**src/rtl/beaver32rv_trace_pkg.sv**
```systemverilog
// Shared types for the beaver32rv retire-trace buffer: entry layout and capture FSM states.
// Entry layout (MSB first) is {pc, rd, wdata, regwrite, taken}; the buffer packs vectors in this order.
package beaver32rv_trace_pkg;

    localparam int TRACE_XLEN = 32;

    typedef struct packed {
        logic [TRACE_XLEN-1:0] pc;
        logic [4:0]            rd;
        logic [TRACE_XLEN-1:0] wdata;
        logic                  regwrite;
        logic                  taken;
    } trace_entry_t;

    typedef enum logic [1:0] {
        IDLE    = 2'd0,
        CAPTURE = 2'd1,
        DONE    = 2'd2
    } trace_state_e;

endpackage

```
**src/rtl/beaver32rv_trace_fifo.sv**
```systemverilog
// DEPTH-entry trace storage; read data is combinational at rptr, a push is visible the next clock.
// Full: WRAP_MODE=0 drops the push, WRAP_MODE=1 overwrites the oldest; a same-cycle pop always makes room.
module beaver32rv_trace_fifo #(
    parameter int W         = 71,
    parameter int DEPTH     = 16,
    parameter int WRAP_MODE = 0
) (
    input  logic                       clk,
    input  logic                       rst,
    input  logic                       i_clr,
    input  logic                       i_push,
    input  logic [W-1:0]               i_push_dat,
    input  logic                       i_pop_rdy,
    output logic                       o_rd_vld,
    output logic [W-1:0]               o_rd_dat,
    output logic [$clog2(DEPTH+1)-1:0] o_count,
    output logic                       o_overflow
);

    localparam int AW = $clog2(DEPTH);
    localparam int CW = $clog2(DEPTH+1);

    logic [W-1:0]  r_mem [DEPTH];
    logic [AW-1:0] r_wptr;
    logic [AW-1:0] r_rptr;
    logic [CW-1:0] r_count;
    logic          r_overflow;

    logic w_full;
    logic w_pop;
    logic w_wr;
    logic w_rd_adv;

    assign w_full   = (r_count == CW'(DEPTH));
    assign w_pop    = (r_count != '0) && i_pop_rdy;
    // In wrap mode a push into a full buffer lands on the oldest slot, so rptr must step past it.
    assign w_wr     = i_push && (!w_full || w_pop || (WRAP_MODE != 0));
    assign w_rd_adv = w_pop || (i_push && w_full && (WRAP_MODE != 0));

    always_ff @(posedge clk) begin
        if (rst && w_wr) begin
            r_mem[r_wptr] <= i_push_dat;
        end
    end

    always_ff @(posedge clk) begin
        if (!rst) begin
            r_wptr     <= '0;
            r_rptr     <= '0;
            r_count    <= '0;
            r_overflow <= 1'b0;
        end else if (i_clr) begin
            r_wptr     <= '0;
            r_rptr     <= '0;
            r_count    <= '0;
            r_overflow <= 1'b0;
        end else begin
            if (w_wr) begin
                r_wptr <= r_wptr + AW'(1);
            end
            if (w_rd_adv) begin
                r_rptr <= r_rptr + AW'(1);
            end
            case ({w_wr, w_rd_adv})
                2'b10:   r_count <= r_count + CW'(1);
                2'b01:   r_count <= r_count - CW'(1);
                default: r_count <= r_count;
            endcase
            if (i_push && w_full && !w_pop) begin
                r_overflow <= 1'b1;
            end
        end
    end

    assign o_rd_vld   = (r_count != '0);
    assign o_rd_dat   = r_mem[r_rptr];
    assign o_count    = r_count;
    assign o_overflow = r_overflow;

endmodule

```
**src/rtl/beaver32rv_trace_buffer.sv**
```systemverilog
// Retire-trace capture for beaver32rv over a RUN_CYCLES window (0 = unlimited); entries drain one clock after push via rd_valid/rd_ready in any state.
// Full buffer drops or overwrites per WRAP_MODE. Optional pc watchpoint that ends capture: BEAVER32RV_TRACE_WATCH_EN.
module beaver32rv_trace_buffer
    import beaver32rv_trace_pkg::*;
#(
    parameter int XLEN       = 32,
    parameter int DEPTH      = 16,
    parameter int RUN_CYCLES = 18,
    parameter int WRAP_MODE  = 0
) (
    input  logic                       clk,
    input  logic                       rst,
    input  logic                       arm,
    input  logic                       stop,
    input  logic                       trace_valid,
    input  logic [XLEN-1:0]            trace_pc,
    input  logic [4:0]                 trace_rd,
    input  logic [XLEN-1:0]            trace_wdata,
    input  logic                       trace_regwrite,
    input  logic                       trace_taken,
    input  logic                       rd_ready,
`ifdef BEAVER32RV_TRACE_WATCH_EN
    input  logic                       watch_en,
    input  logic [XLEN-1:0]            watch_pc,
    output logic                       watch_hit,
`endif
    output logic                       rd_valid,
    output logic [2*XLEN+6:0]          rd_entry,
    output logic [1:0]                 state_o,
    output logic [$clog2(DEPTH+1)-1:0] count_o,
    output logic                       overflow
);

    localparam int EW  = 2*XLEN + 7;
    localparam int CCW = (RUN_CYCLES > 1) ? $clog2(RUN_CYCLES) : 1;

    trace_state_e   r_state;
    trace_state_e   w_state_nxt;
    logic [CCW-1:0] r_cycle_cnt;
    logic           w_clr;
    logic           w_push;
    logic           w_window_end;
    logic           w_watch_trig;
    logic [EW-1:0]  w_push_dat;

    assign w_clr      = arm && (r_state != CAPTURE);
    assign w_push     = (r_state == CAPTURE) && trace_valid;
    assign w_push_dat = {trace_pc, trace_rd, trace_wdata, trace_regwrite, trace_taken};

    generate
        if (RUN_CYCLES == 0) begin : g_unlimited
            assign w_window_end = 1'b0;
        end else begin : g_window
            assign w_window_end = (r_cycle_cnt == CCW'(RUN_CYCLES - 1));
        end
    endgenerate

`ifdef BEAVER32RV_TRACE_WATCH_EN
    logic r_watch_hit;

    assign w_watch_trig = w_push && watch_en && (trace_pc == watch_pc);

    always_ff @(posedge clk) begin
        if (!rst) begin
            r_watch_hit <= 1'b0;
        end else if (w_clr) begin
            r_watch_hit <= 1'b0;
        end else if (w_watch_trig) begin
            r_watch_hit <= 1'b1;
        end
    end

    assign watch_hit = r_watch_hit;
`else
    assign w_watch_trig = 1'b0;
`endif

    always_ff @(posedge clk) begin
        if (!rst) begin
            r_state <= IDLE;
        end else begin
            r_state <= w_state_nxt;
        end
    end

    // The terminating cycle's push is still taken; the FSM only blocks pushes from the following clock.
    always_comb begin
        w_state_nxt = r_state;
        case (r_state)
            IDLE, DONE: if (arm) w_state_nxt = CAPTURE;
            CAPTURE:    if (stop || w_window_end || w_watch_trig) w_state_nxt = DONE;
            default:    w_state_nxt = IDLE;
        endcase
    end

    always_ff @(posedge clk) begin
        if (!rst) begin
            r_cycle_cnt <= '0;
        end else if (w_clr) begin
            r_cycle_cnt <= '0;
        end else if (r_state == CAPTURE) begin
            r_cycle_cnt <= r_cycle_cnt + CCW'(1);
        end
    end

    beaver32rv_trace_fifo #(
        .W         (EW),
        .DEPTH     (DEPTH),
        .WRAP_MODE (WRAP_MODE)
    ) u_fifo (
        .clk        (clk),
        .rst        (rst),
        .i_clr      (w_clr),
        .i_push     (w_push),
        .i_push_dat (w_push_dat),
        .i_pop_rdy  (rd_ready),
        .o_rd_vld   (rd_valid),
        .o_rd_dat   (rd_entry),
        .o_count    (count_o),
        .o_overflow (overflow)
    );

    assign state_o = r_state;

endmodule

```
**config.mk**
```make
export PLATFORM = sky130hd
export DESIGN_NAME = beaver32rv_trace_buffer
export DESIGN_NICKNAME = d
export VERILOG_FILES = /design/src/rtl/beaver32rv_trace_pkg.sv /design/src/rtl/beaver32rv_trace_fifo.sv /design/src/rtl/beaver32rv_trace_buffer.sv
export SDC_FILE = /design/constraint.sdc
export NUM_CORES = 1
export LEC_CHECK = 0
export BUFFER_PORTS_ARGS = -buffer_cell sky130_fd_sc_hd__buf_4
export CAP_MARGIN = 0
export CORE_UTILIZATION = 35
export CTS_BUF_LIST = sky130_fd_sc_hd__clkbuf_16
export DETAILED_ROUTE_END_ITERATION = 6
export REMOVE_ABC_BUFFERS = 1
export SYNTH_ARGS = -nofsm -noshare
export SYNTH_HDL_FRONTEND = slang
export SYNTH_SLANG_ARGS = --single-unit
```
**constraint.sdc**
```tcl
create_clock -name clk -period 13.1 [get_ports clk]
set_input_delay 0.655 -clock clk [delete_from_list [all_inputs] [get_ports clk]]
set_output_delay 0.655 -clock clk [all_outputs]
set_load 0.02 [all_outputs]
```
==> run metrics, run 1 <==
status complete, no violations; vias in the first global route 20768; grt total ovfl 0; worst vdd ir 0.1280 mV; Clock Sinks 1161; post-synth top area share 77.13%; ranking of synthesized cells by area edfxtp_1 (77%), mux4_2 (15%), mux4_1 (3.5%); Clock Path Buffers 3; H-tree Lvls 3; most frequent cells in the layout edfxtp_1 (1136), mux4_2 (296), buf_4 (187); actual slew at the worst max-slew pin 1.072 ns; Vias/cell 5.207; first-pass GRT wire length 144.9 mm; design area 51060 um^2; Final TNS setup 0 ns; dpl hpwl 47.90 mm; Final min period 5.422 ns; hold path start trace_valid; wirelength, routed 101.3 mm; number of DRC markers in iteration 0 1837; Reg2Reg Setup Slack 9.36 ns; Post-synth top flop edfxtp_1; period utilization 41.39%; Final Max Slew Viols 0; cell family with most CP delay buffers and inverters; CP peak stage delay 0.97 ns; Max-cap violations 0; Area after DPL 47230 um^2; # IOs 157; Remaining DRCs 0; Leakage 15.59 nW; P per Cell Area 147.3 nW/um^2; row count 130; antenna violations before repair 10; die area 127800 um^2; input/output buffers 156; Starting Density 35.26%; Slew HR 28.56%; CORE AREA 125400 um^2; commonest non-fill, non-tap cell in the layout edfxtp_1; Synth Instances 1728; crit path DAT 4.77 ns; Root Buffer clkbuf_16; Die W 357.5 um; GRT Util Overall 15.92%; PostCTS Resize Cnt 0; Fin Clk Skew 0.03253 ns; syn_area_per_cell 25.59 um^2; WP data required 12.44 ns; Fmax 184.4 MHz; WS Path Type flop to output pin; Buf/Inv on CP 3; final hold vios 0; unrepaired setup endpoints after global routing no; Synth area leader edfxtp_1; Synthesis Warnings 0; layout cells sized above 1 33.19%; HP Class input port to flop; Cell Chain, Critical Path buf_4 -> buf_4 -> mux4_1 -> mux4_2 -> buf_4; worst slack at placement 8.259 ns; largest net degree at the start of global routing 151; FFs w/ async S/R, synth 0%; Post-CTS Hold Buffers 0; Final GP Congestion 0.6856; post-synthesis sequential area ratio 78.27%; Routed WL per cell 27.32 um; CTS clk-pin slew, worst paths 0.06 ns; Yosys reg bits 1161; drt pass-1 iters 5; Slowest-stage cell, CP dfxtp_4; postcts setup bufs 0; Area Overhead vs Synth 15.46%; Vias 19303; final setup vio count 0; chip height 357.5 um; Cell variety after synth 44; startpoint type of the worst setup path flop; CTS tree yes; Critical Path Most Common Cell buf_4; Mapped Area 44220 um^2; Max FO, Critical Path 48; number of nets in the layout 2040; number of flops mapped to enable cells by yosys 1136; Clk Latency, worst-skew pair 0.74 ns; min setup slack post-route 7.678 ns; TritonCTS buffer count 120; worst r2r src u_fifo.o_count[1]; type of element capturing the critical path output pin; Routed Antenna Nets 0
worst reg2reg max path, cell delays in order, from the launching register on:
cell     delay, ns
dfxtp_1       0.53
nor4_2        0.14
a21oi_1       0.39
inv_1         0.22
nor2_1        0.36
and4_4        0.89
buf_4         0.78
power breakdown:
part / total [mW] / internal (mW) / leakage (nW) / switching (mW)
clock: 3.28 / 1.86 / 1.95 / 1.43
combinational: 0.155 / 0.0624 / 3.22 / 0.0923
sequential: 4.08 / 4.08 / 10.4 / 0.00471
synth_stat cells (all sizes together), types with 3 or more instances:
| library cell | count |
|---|---|
| a21oi | 5 |
| and2 | 4 |
| and3 | 7 |
| and4 | 3 |
| buf | 43 |
| clkbuf | 44 |
| dfxtp | 25 |
| edfxtp | 1136 |
| ha | 11 |
| inv | 8 |
| mux4 | 355 |
| nand2 | 11 |
| nand2b | 3 |
| nand4 | 3 |
| nor2 | 22 |
| nor2b | 4 |
| nor3 | 3 |
| o21ai | 4 |
| xnor2 | 4 |
| xor2 | 9 |
through the flow:
stage               util [%]  instances  hold WS (ns)  power, mW
floorplan                  -       1641        0.4706      4.249
global placement       37.66       3480        0.4700      4.310
detailed placement     37.66       3480        0.4851      4.320
CTS                    40.71       3705        0.1440      7.609
global route           40.71       3705        0.1804      7.752
finish                 40.72       3707        0.2107      7.522
cell families after synthesis:
group	synth area share, %
DFF	78.27
muxes	18.62
and+or+nand+nor	0.8346
buffers and inverters	1.392
xor gates and xnor gates	0.2575
AOI/OAI and AO/OA	0.3141
adders and majority gates	0.3112
state kept, by name, summed over array words and instances (netlist names), named ones only:
| register | cells |
|---|---|
| u_fifo.o_overflow | 1 |
| u_fifo.o_count | 5 |
| r_cycle_cnt | 5 |
| u_fifo.r_rptr | 4 |
| u_fifo.r_wptr | 4 |
| u_fifo.r_mem | 1136 |
| state_o | 2 |
layout make-up:
type / count / area [um^2]
clock inverters: 104 / 795.8
repair buffers: 189 / 1444
inverters: 8 / 30.03
fillers: 10801 / 74350
flip-flops and latches: 1161 / 34630
diodes: 2 / 5.005
clock buffers: 121 / 3028
multi-input cells: 472 / 9065
well taps: 1650 / 2064
path summary, 6_finish.rpt:
kind,endpoint,depth (start not counted)
worst max-delay path,rd_entry[20],5
worst min-delay path,u_fifo.o_overflow,3
worst max register to register,u_fifo.r_mem[11][60],6
worst min register to register,u_fifo.o_overflow,2
metal layers:
metal / part of all wire [%] / track usage [%] / wire [um] / vias to the layer above
met5: 0.095 / 0 / 96 / -
met4: 1.8 / 4.316 / 1810 / 16
met3: 5.8 / 3.362 / 5865 / 137
met2: 49 / 25.94 / 49930 / 523
met1: 43 / 21.67 / 43590 / 10590
li1: - / - / - / 8037
Power figures use the tool's default switching activity.
==> inputs of run 2 (changes only) <==
- clock period: 13.1 -> 5.3 ns (I/O delays scaled with it)
==> run metrics, run 2 (synthesis results as in run 1) <==
Final TNS setup 0 ns; Area Overhead vs Synth 18.15%; startpoint type of the worst setup path flop; Vias 19493; number of DRC markers in iteration 0 1803; Reg2Reg Setup Slack 1.81 ns; Die W 357.5 um; worst r2r src u_fifo.o_count[1]; Comb pwr share 2.3%; Routed Antenna Nets 0; drt pass-1 iters 4; FF-to-FF path depth 11; Final min period 3.881 ns; design area 52250 um^2; first-pass GRT wire length 143.7 mm; Remaining DRCs 0; Sw Share 20.04%; worst r2r dst u_fifo.o_count[4]; Clock Sinks 1161; grt total ovfl 0; Area after DPL 47470 um^2; CTS tree yes; number of flip-flops in the largest register 1136; period utilization 73.22%; layout cells sized above 1 32.65%; chip height 357.5 um; sequential share of power 53.2%; commonest non-fill, non-tap cell in the layout edfxtp_1; status complete, no violations; row count 130; NetSw 3.801 mW; Root Buffer clkbuf_16; worst vdd ir 0.2697 mV; type of element capturing the critical path output pin; Slowest-stage cell, CP dfxtp_4; Clock Path Buffers 3; number of nets in the layout 2118; Final GP Congestion 0.7132; crit path DAT 3.62 ns; CORE AREA 125400 um^2; final setup vio count 0; Setup crit end rd_entry[16]; Max FO, Critical Path 68; dpl hpwl 49.23 mm; H-tree Lvls 3; unrepaired setup endpoints after global routing no; Fmax 257.7 MHz; Starting Density 35.26%; GRT Util Overall 15.57%; antenna violations before repair 11; Internal 15.16 mW; Clock Power Share 44.4%; wirelength, routed 99.00 mm; Max-cap violations 0; Vias/cell 5.150; final hold vios 0; CTS clk-pin slew, worst paths 0.06 ns; largest net degree at the start of global routing 72; Top reg by flops u_fifo.r_mem; vias in the first global route 20877; Leakage 16.04 nW; WS Path Type flop to output pin; # IOs 157; Cell Chain, Critical Path buf_12 -> mux4_1 -> mux4_2 -> buf_4; CP peak stage delay 0.96 ns; Clk Latency, worst-skew pair 0.71 ns; most frequent cells in the layout edfxtp_1 (1136), mux4_2 (296), buf_4 (174); P per Cell Area 363.0 nW/um^2; Slew HR 22.59%; WP data required 5.04 ns; input/output buffers 156; PostCTS Resize Cnt 0; die area 127800 um^2; HP Class input port to flop; Routed WL per cell 26.16 um; actual slew at the worst max-slew pin 1.161 ns; Final Max Slew Viols 0; Fin Clk Skew 0.03562 ns; TritonCTS buffer count 117
-- run 2: cell types whose count changed in the layout (fill, tap and decap cells not counted), moves of 4 or more --
cell,previous run,this run
dlygate4sd3_1,0,77
clkbuf_16,121,117
buf_4,187,174
bufinv_16,9,17
clkinv_1,29,18
buf_12,2,19
-- run 2: timing repair --
action,CTS,global route
hold buffers,77,0
buffers inserted,0,0
endpoints found under the hold margin,1139,0
-- run 2: worst min path at each step --
stage | start | end | cells past startpoint
2_1_floorplan | trace_taken | u_fifo.r_mem[0][0] | 0
3_3_place_gp | r_cycle_cnt[4] | r_cycle_cnt[4] | 2
3_5_place_dp | u_fifo.o_overflow | u_fifo.o_overflow | 2
4_1_cts | rd_ready | flop | 4
5_1_grt | rd_ready | flop | 4
6_report | rd_ready | flop | 4
-- run 2: layout make-up --
class	count	area [um^2]
multi-input cells	472	9065
clock buffers	117	2928
fillers	10655	73160
diodes	3	7.507
inverters	8	30.03
well taps	1650	2064
flip-flops and latches	1161	34630
repair buffers	270	2457
clock inverters	104	1070
-- run 2: critical path, delay by kind of cell, from the launching register on --
family,cells,cell delay [ns]
mux,2,1.12
flops,1,0.96
buf+inv,2,0.67
-- run 2: power by group through the flow --
stage	combinational, mW	clock [mW]	sequential (mW)
after global routing	0.479	8.95	10.1
after global placement	0.374	0	10.3
final	0.443	8.43	10.1
after floorplan	0.186	0	10.3
after detailed placement	0.395	0	10.3
after CTS	0.450	8.61	10.1
-- run 2: routing by layer --
layer / global-route usage, % / up-vias / routed length, um
li1: - / 8208 / -
met1: 21.60 / 10631 / 43540
met2: 25.09 / 503 / 48240
met3: 3.158 / 133 / 5347
met4: 4.111 / 18 / 1759
met5: 0 / - / 119
-- run 2: through the flow --
stage                     util [%]  setup slack (ns)  power, mW  hold WS, ns  std cells
after floorplan                  -            -7.561      10.50       0.3639       1641
after global placement       37.86             2.007      10.66       0.4865       3484
after detailed placement     37.86             1.839      10.68       0.4768       3484
after CTS                    41.66             1.269      19.15       0.1281       3782
after global routing         41.66             1.125      19.52       0.1653       3782
final                        41.66             1.419      18.97       0.1814       3785
